<file path="config.mk">
export PLATFORM = sky130hd
export DESIGN_NAME = uart_tx_arb_flat
export DESIGN_NICKNAME = d
export VERILOG_FILES = /design/src/rtl/uart_tx_arb_if.sv /design/src/rtl/uart_tx_arb.sv /design/src/flat_wrapper.sv
export SDC_FILE = /design/constraint.sdc
export NUM_CORES = 1
export LEC_CHECK = 0
export CAP_MARGIN = 10
export CELL_PAD_IN_SITES_DETAIL_PLACEMENT = 0
export CELL_PAD_IN_SITES_GLOBAL_PLACEMENT = 1
export CORE_MARGIN = 2
export CORE_UTILIZATION = 31
export DETAILED_ROUTE_END_ITERATION = 7
export PLACE_DENSITY_LB_ADDON = 0.05
export SLEW_MARGIN = 20
export SYNTH_ARGS = -nofsm -noshare
export SYNTH_HDL_FRONTEND = slang
export SYNTH_SLANG_ARGS = --single-unit
</file>
<file path="constraint.sdc">
create_clock -name clk -period 1.6 [get_ports clk]
set_input_delay 0.32 -clock clk [delete_from_list [all_inputs] [get_ports clk]]
set_output_delay 0.32 -clock clk [all_outputs]
set_load 0.01 [all_outputs]
</file>
<file path="src/rtl/uart_tx_arb_if.sv">
// Requester-side bundle for uart_tx_arb: per-requester byte valid, data,
// end-of-packet marker, and the arbiter's ack/grant responses.
interface uart_tx_arb_if #(
  parameter int NREQ = 4
);
  logic [NREQ-1:0]   req;
  logic [8*NREQ-1:0] data;
  logic [NREQ-1:0]   last;
  logic [NREQ-1:0]   ack;
  logic [NREQ-1:0]   gnt;

  // Requesters drive bytes and observe ack/gnt.
  modport master (output req, data, last, input ack, gnt);
  // The arbiter consumes bytes and returns ack/gnt.
  modport slave  (input req, data, last, output ack, gnt);
endinterface

</file>
<file path="src/rtl/uart_tx_arb.sv">
// uart_tx_arb: round-robin arbiter sharing one UART TX holding register
// among NREQ byte-stream requesters, paced by uart_thre.
// Optional packet lock: define UART_TX_ARB_PKTLOCK_EN to keep the grant with
// one requester until it writes a byte marked last (abort on early drop).
module uart_tx_arb #(
  parameter int NREQ = 4,
  parameter int CNTW = 16
) (
  input  logic            clk,
  input  logic            reset_n,
  uart_tx_arb_if.slave    rq,
  output logic            uart_wrtx,
  output logic [7:0]      uart_d,
  input  logic            uart_thre,
  output logic            busy,
  output logic            abort,
  output logic [CNTW-1:0] tx_count
);

  localparam int PW = (NREQ > 1) ? $clog2(NREQ) : 1;

`ifdef UART_TX_ARB_PKTLOCK_EN
  localparam bit LOCK_EN = 1'b1;
`else
  localparam bit LOCK_EN = 1'b0;
`endif

  typedef enum logic [1:0] {IDLE, GRANT, GUARD} state_t;

  state_t          state_reg;
  logic [PW-1:0]   ptr_reg;
  logic [PW-1:0]   owner_reg;
  logic [NREQ-1:0] gnt_reg;
  logic [NREQ-1:0] ack_reg;
  logic            wrtx_reg;
  logic [7:0]      d_reg;
  logic            abort_reg;
  logic            last_wr_reg;
  logic            in_pkt_reg;
  logic [CNTW-1:0] cnt_reg;

  logic [7:0]      byte_w [NREQ];
  logic [PW-1:0]   win_idx;
  logic            win_found;
  logic [PW:0]     rr_pos;
  logic [PW-1:0]   owner_inc;

  // Slice the packed data bus into one byte per requester.
  genvar gi;
  generate
    for (gi = 0; gi < NREQ; gi++) begin : g_byte
      assign byte_w[gi] = rq.data[8*gi +: 8];
    end
  endgenerate

  // Round-robin search: first asserted req at or after ptr, wrapping to 0.
  always_comb begin
    win_found = 1'b0;
    win_idx   = '0;
    rr_pos    = '0;
    for (int k = 0; k < NREQ; k++) begin
      rr_pos = {1'b0, ptr_reg} + (PW+1)'(k);
      if (rr_pos >= (PW+1)'(NREQ)) rr_pos = rr_pos - (PW+1)'(NREQ);
      if (!win_found && rq.req[rr_pos[PW-1:0]]) begin
        win_found = 1'b1;
        win_idx   = rr_pos[PW-1:0];
      end
    end
  end

  // Pointer value that gives the next requester after the owner first chance.
  assign owner_inc = (owner_reg == PW'(NREQ-1)) ? '0 : owner_reg + 1'b1;

  // Arbiter FSM with all handshake and UART outputs registered.
  // GUARD is entered together with the write strobe; the strobe cycle itself
  // is spent waiting, and the following cycle (where uart_thre may still
  // read high from before the write) makes the hold/release decision.
  always_ff @(posedge clk or negedge reset_n) begin
    if (!reset_n) begin
      state_reg   <= IDLE;
      ptr_reg     <= '0;
      owner_reg   <= '0;
      gnt_reg     <= '0;
      ack_reg     <= '0;
      wrtx_reg    <= 1'b0;
      d_reg       <= 8'h00;
      abort_reg   <= 1'b0;
      last_wr_reg <= 1'b0;
      in_pkt_reg  <= 1'b0;
      cnt_reg     <= '0;
    end else begin
      wrtx_reg  <= 1'b0;
      ack_reg   <= '0;
      abort_reg <= 1'b0;
      case (state_reg)
        IDLE: begin
          if (win_found) begin
            gnt_reg    <= {{(NREQ-1){1'b0}}, 1'b1} << win_idx;
            owner_reg  <= win_idx;
            in_pkt_reg <= 1'b0;
            state_reg  <= GRANT;
          end
        end
        GRANT: begin
          if (rq.req[owner_reg]) begin
            if (uart_thre) begin
              wrtx_reg    <= 1'b1;
              d_reg       <= byte_w[owner_reg];
              ack_reg     <= gnt_reg;
              last_wr_reg <= rq.last[owner_reg];
              if (cnt_reg != {CNTW{1'b1}}) cnt_reg <= cnt_reg + 1'b1;
              state_reg   <= GUARD;
            end
          end else begin
            // Owner withdrew; only an open locked packet counts as an abort.
            abort_reg  <= in_pkt_reg;
            gnt_reg    <= '0;
            ptr_reg    <= owner_inc;
            in_pkt_reg <= 1'b0;
            state_reg  <= IDLE;
          end
        end
        GUARD: begin
          if (!wrtx_reg) begin
            if (LOCK_EN && !last_wr_reg) begin
              in_pkt_reg <= 1'b1;
              state_reg  <= GRANT;
            end else begin
              gnt_reg    <= '0;
              ptr_reg    <= owner_inc;
              in_pkt_reg <= 1'b0;
              state_reg  <= IDLE;
            end
          end
        end
        default: state_reg <= IDLE;
      endcase
    end
  end

  assign rq.gnt    = gnt_reg;
  assign rq.ack    = ack_reg;
  assign uart_wrtx = wrtx_reg;
  assign uart_d    = d_reg;
  assign abort     = abort_reg;
  assign tx_count  = cnt_reg;
  assign busy      = (state_reg != IDLE);

endmodule

</file>
<file path="src/flat_wrapper.sv">
// flat-port wrapper written by rule: the top's interface ports become plain ports
module uart_tx_arb_flat 
#(
  parameter int NREQ = 4,
  parameter int CNTW = 16
)
  (clk, reset_n, uart_wrtx, uart_d, uart_thre, busy, abort, tx_count, rq_req, rq_data, rq_last, rq_ack, rq_gnt);
  uart_tx_arb_if #(.NREQ(NREQ)) rq_i ();
  input  logic clk;
  input  logic reset_n;
  output logic uart_wrtx;
  output logic [7:0] uart_d;
  input  logic uart_thre;
  output logic busy;
  output logic abort;
  output logic [CNTW-1:0] tx_count;
  input wire logic [$bits(rq_i.req)-1:0] rq_req;
  input wire logic [$bits(rq_i.data)-1:0] rq_data;
  input wire logic [$bits(rq_i.last)-1:0] rq_last;
  output wire logic [$bits(rq_i.ack)-1:0] rq_ack;
  output wire logic [$bits(rq_i.gnt)-1:0] rq_gnt;
  assign rq_i.req = rq_req;
  assign rq_i.data = rq_data;
  assign rq_i.last = rq_last;
  assign rq_ack = rq_i.ack;
  assign rq_gnt = rq_i.gnt;
  uart_tx_arb #(.NREQ(NREQ), .CNTW(CNTW)) u_core (.clk(clk), .reset_n(reset_n), .rq(rq_i), .uart_wrtx(uart_wrtx), .uart_d(uart_d), .uart_thre(uart_thre), .busy(busy), .abort(abort), .tx_count(tx_count));
endmodule
</file>
# Word-level counts from Yosys, hierarchy flattened
# Cells that the tools add are included.
# totals
inputBits	43
word_cells	105
output_inout_bits	35
ff_bits	41
# op_classes
n_shift	1
mux	50
n_reduce_logical	16
addsub	9
magnitude_cmp	10
bitwise	1
n_eq_ne	8
# ops
cell	count
2-bit 2-to-1 mux	15
4-bit 2-to-1 mux	6
1-bit 2-to-1 mux	17
16-bit by 1-bit adder with 16-bit output, second input constant	1
8-bit binary-select mux with 2-bit select	1
8-bit 2-to-1 mux	2
16-bit != test, second input constant	1
2-bit by 3-bit less-than comparator with 1-bit output, second input constant	5
3-bit greater-or-equal comparator, second input constant	4
4-bit one-hot mux with 3 select lines	1
1-bit binary-select mux with 2-bit select	5
3-bit AND reduction	3
4-bit AND reduction	2
2-bit by 1-bit subtractor with 2-bit output, second input constant	4
2-bit by 2-bit adder with 3-bit output, second input constant	2
2-bit one-hot mux with 3 select lines	1
2-bit == test, second input constant	2
2-bit != test, second input constant	2
2-bit one-hot mux with 2 select lines	1
2-bit nonzero test	2
1-bit by 2-bit left shift with 4-bit output, first input constant	1
2-bit by 1-bit adder with 3-bit output, second input constant	1
2-bit by 3-bit greater-or-equal comparator with 1-bit output, second input constant	1
1-bit logical AND	3
10 further kinds	12

# Depth between registers and ports, before layout
# depth
word_depth	17
ltp_mapped	6
mapped_depth_nobuf	6

# Worst setup path after synthesis
# OpenSTA, ideal clock, no wires.
# synth_timing
kind	flip-flop to flip-flop
startpoint	register u_core.owner_reg[0]
endpoint	register u_core.d_reg[0], in the netlist u_core.uart_d[0]
synth_period_minus_slack_ns	1.702
path_stages_with_launch	5
t_arrival_ns	1.578
slack_ns	-0.102
setup_time_ns	0.125
n_path_buf	1
required_time_ns	1.475
cell_sequence	dfrtp_1 mux4_2 nand3_2 buf_2 mux2_2
# synth_via
elab_chain_len	4
word_cells_on_any_way	7
cone_classes	mux: 5; bitwise: 1; reduce/logical: 1
# synth_rtl
element	line_no	rtl
start, declared	uart_tx_arb.sv:32	logic [PW-1:0] owner_reg;
start signal, assigned	uart_tx_arb.sv:99	owner_reg <= win_idx;
2-bit inverter with 3-bit output (not written as such)	uart_tx_arb.sv:108	d_reg <= byte_w[owner_reg];
8-bit binary-select mux with 2-bit select	uart_tx_arb.sv:108	
8-bit 2-to-1 mux (not written as such) (2 in a row)	uart_tx_arb.sv:108	
end signal, assigned	uart_tx_arb.sv:108	
end, declared	uart_tx_arb.sv:36	logic [7:0] d_reg;
# Parallel ways exist; a longest one is shown, timed or not. The select of a mux whose other input is x is not followed.
# A chain may end at the register's enable or synchronous reset.

# Final worst setup path
# layout_timing
startpoint	register u_core.owner_reg[0]
endpoint	register u_core.cnt_reg[1], in the netlist u_core.tx_count[1]
# layout_via
elab_chain_len	3
# layout_rtl
element	line_no	rtl
1-bit binary-select mux with 2-bit select	uart_tx_arb.sv:105	if (rq.req[owner_reg]) begin
1-bit 2-to-1 mux (not written as such)	uart_tx_arb.sv:105	
4-bit AND reduction (no line)	n/a	
end signal, assigned	uart_tx_arb.sv:111	if (cnt_reg != {CNTW{1'b1}}) cnt_reg <= cnt_reg + 1'b1;
end, declared	uart_tx_arb.sv:40	logic [CNTW-1:0] cnt_reg;
# Every way passes these cells. The select of a mux whose other input is x is not followed.

==> impl.org <==
** Status
- Run status :: finished with violations
- The checks that failed: negative hold slack, negative setup slack.

** Worst setup path
- Crit path capture type :: flop
- Startpoint kind of the worst setup timing path :: flop
- Among all stages on the critical path, the largest delay is contributed by sky130_fd_sc_hd__dfrtp_1.
- Worst path cell trace :: mux4_2 -> nand3_4 -> buf_12 -> nor2_4 -> mux2_2
- Setup slack on the worst reg-to-reg path comes out at -0.06 ns.
- The largest single stage delay on the critical path is 0.40 ns.
- Setup Crit Path Kind :: flop to flop
- Reg2Reg Launch Point :: u_core.owner_reg[0]
- Data on the critical path arrives at its endpoint at around 1.8 ns.
- Highest fanout seen on the critical path :: 6
- Worst-case reg-to-reg path depth :: 5
- The worst register-to-register path ends at u_core.tx_count[1].
- Critical path data required time :: 1.77 ns

** Final layout
- Finished Cell Area :: 3850 sq um
- The repair_antennas step left the layout with diodes totalling 0.
- Synth-to-Final Area Change :: 76.9%
- Number of nets in the finished design :: 374
- After the flow finishes, the layout carries non-filler instances totaling 422.
- Cells with a size suffix above 1 make up between 40 and 50% of the layout.
- Number of flip-flops under the largest register name :: 16

** Clock tree
- Insertion delay of the later-clocked pin in the worst-skew pair :: about 0.29 ns
- CTS tree :: done
- The clock tree synthesis step divided the H-tree into 2 levels.
- Clk buf depth :: 2
- Clock Tree Root :: sky130_fd_sc_hd__clkbuf_8
- Cts bufs inserted :: 5
- Clock sink count :: 39
- Hold repair after CTS inserted 0 buffers.
- Clock-pin slew on the worst setup and hold paths :: 0.08 ns

** Timing
- After layout, the minimum clock period comes to roughly 1.7 ns.
- Setup repair after global routing could not meet its margin everywhere.
- Worst hold margin :: -0.0118 ns
- Endpoints failing setup :: 15
- Across the routed clock network, the largest skew measured is 0.00719 ns.
- Final period utilization :: 104%
- Count of endpoints failing hold in the final timing report :: 20
- PnR worst setup slack :: -0.0626 ns
- The number of max-slew violations in the final report came to 0.
- Maximum achievable frequency :: 601 MHz

** Floorplanning
- The floorplan step defined a core boundary enclosing about 6800 sq um.
- Num ports :: 78
- Chip Height :: 87.8 um
- After floorplanning, the core was divided into 30 placement rows.
- Starting utilization of the core area :: 32.0%
- The die covers 7710 sq um.
- Chip width :: 87.8 um

** Global route
- Total congestion overflow after global routing :: 0
- The number of antenna violations at the first check in global routing was 0.
- In the global route stage, overall resource usage came out at 15.3%.
- The first global-routing pass estimated between 9000 and 10000 um of wire.
- The number of global-route vias before repair was 1942.
- Largest net degree at the start of global routing :: 23

** Place
- The HPWL after detailed placement is 4530 um.
- Once placement finished, the instance area stood at 3380 sq um.
- Port buffering added 72 buffers.
- Routability-driven placement finished with a final weighted congestion of 0.740.
- Count of placed standard cells including taps :: 397
- Minimum setup slack after placement :: -0.486 ns

** Logic synthesis
- For this run, asynchronously set or reset flops after synthesis account for 100%.
- Number of warning messages in the yosys log :: 0
- Most common library cells after synthesis :: sky130_fd_sc_hd__dfrtp_1 (39), sky130_fd_sc_hd__mux2_2 (12), sky130_fd_sc_hd__nand2_1 (12), sky130_fd_sc_hd__xor2_1 (12)
- Counting flops with a built-in enable in the synthesized netlist gives 0.
- Nets in the synthesized netlist :: between 200 and 250
- sky130_fd_sc_hd__dfrtp_1 takes more of the synthesized area than any other cell.
- Averaged over all synthesized cells, the footprint is 11.8 sq um.
- Count leader, synth :: sky130_fd_sc_hd__dfrtp_1
- Summing every instance area after synthesis gives 2180 sq um.
- Counting distinct cell types in the post-synthesis netlist gives 41.
- After synthesis, the cell types taking the most area are sky130_fd_sc_hd__dfrtp_1 (45%), sky130_fd_sc_hd__mux4_2 (9.3%), sky130_fd_sc_hd__mux2_2 (6.2%).
- In the synthesized netlist the dominant register cell turns out to be sky130_fd_sc_hd__dfrtp_1.
- Counting flops and latches in the post-synthesis netlist gives 39.
- The top cell type by area accounts for 44.9% of the synthesized area.
- Summing the sequential cell areas from Yosys gives 44.9% of the chip area.
- Number of standard cells after synthesis :: between 150 and 200

** Run
- Maxcap violations :: 0

** Hold path
- Class of the tightest hold or removal check :: input pin to async pin

** Routing
- Wire length per cell :: 13.8 um
- Via count normalized by instance count :: 4.73
- Once detail routing completed, the nets flagged for antenna violations numbered 0.
- The first detailed-routing pass ran for 4 iterations.
- The routed layout has 1997 vias.
- After detailed routing, the total wire length is 5810 um.
- DRC viols :: 0
- DRC violation total after the first TritonRoute iteration :: between 40 and 50

** Pwr
- In this run the static leakage power is 0.00182 uW.
- Total power density per cell area :: approximately 1300 nW/um^2
- Across the VDD grid, the largest voltage drop is 0.815 mV.
- Total power :: 5150 uW
==> through the flow <==
stage	setup TNS, ns	hold WS (ns)	utilization, %
floorplan	-0.0598	0.0244	-
global placement	-13.56	0.314	49.8
detailed placement	-14.75	0.321	49.8
CTS	-0.974	0.00260	53.3
global route	-2.49	0.0265	56.7
finish	-0.612	-0.0118	56.7
==> how the worst max path moves through the flow <==
stage | from | cells past startpoint | end
final | u_core.owner_reg[0] | 5 | u_core.tx_count[1]
after detailed placement | rq_req[2] | 6 | u_core.rq.gnt[2]
after floorplan | u_core.owner_reg[0] | 4 | u_core.uart_d[0]
after global placement | rq_req[1] | 5 | u_core.tx_count[15]
after CTS | u_core.owner_reg[0] | 4 | u_core.uart_d[1]
after global routing | u_core.owner_reg[0] | 5 | u_core.tx_count[1]
==> critical path: cells and delay by family, from the launching register on <==
family,cells,cell delay (ns)
buffers and inverters,1,0.19
DFF,1,0.40
muxes,2,0.70
and+or+nand+nor,2,0.25
==> layer usage <==
metal	track usage (%)	share of wire, %	vias up
li1	-	-	965
met4	3.50	1.2	0
met3	4.24	5.5	6
met2	25.7	51	54
met5	0	0	-
met1	19.7	42	972
==> cells in the final DEF (no fill, tap or decap), types with 4 or more instances in the layout <==
master	instances
sky130_fd_sc_hd__a21oi_1	4
sky130_fd_sc_hd__and2_1	5
sky130_fd_sc_hd__and3_1	4
sky130_fd_sc_hd__buf_4	60
sky130_fd_sc_hd__buf_6	5
sky130_fd_sc_hd__clkbuf_8	5
sky130_fd_sc_hd__clkdlybuf4s50_1	50
sky130_fd_sc_hd__dfrtp_1	39
sky130_fd_sc_hd__dlygate4sd2_1	16
sky130_fd_sc_hd__ha_1	4
sky130_fd_sc_hd__inv_1	6
sky130_fd_sc_hd__mux2_2	7
sky130_fd_sc_hd__mux2_4	5
sky130_fd_sc_hd__mux4_2	9
sky130_fd_sc_hd__nand2_1	9
sky130_fd_sc_hd__nand3_1	6
sky130_fd_sc_hd__nand4_1	6
sky130_fd_sc_hd__nor3_4	4
sky130_fd_sc_hd__nor4_4	7
sky130_fd_sc_hd__xor2_1	12
==> kinds of logic after synthesis <==
kind of cell | after synthesis | synth area share, %
adder cells (fa/ha/maj) | 6 | 3.45
AO/OA/AOI/OAI | 22 | 7.25
buffers and inverters | 16 | 3.57
flip-flops | 39 | 44.9
AND/OR/NAND/NOR | 63 | 18.2
other | 1 | 0.172
XOR/XNOR | 14 | 5.64
multiplexers | 24 | 16.9
==> area by class of cell <==
| type | instances | area, sq um |
|---|---|---|
| multi-input combinational | 130 | 1370 |
| sequential | 39 | 976 |
| fill | 611 | 2940 |
| inverter | 9 | 33.8 |
| tap | 96 | 120 |
| timing repair buffer | 140 | 1270 |
| clock inverter | 1 | 5.00 |
| clock buffer | 7 | 76.3 |
==> repair_timing <==
item	4_1_cts	5_1_grt
pin swaps	7	23
resized for setup	45	36
setup endpoints to repair	52	34
setup buffers	6	11
==> where the power goes <==
group | leakage (uW) | total [uW] | switching (uW) | internal [uW]
clock | 0.0000422 | 635 | 329 | 306
sequential | 0.000500 | 1480 | 205 | 1280
combinational | 0.00128 | 3030 | 1270 | 1760
(Power assumes the default switching activity.)
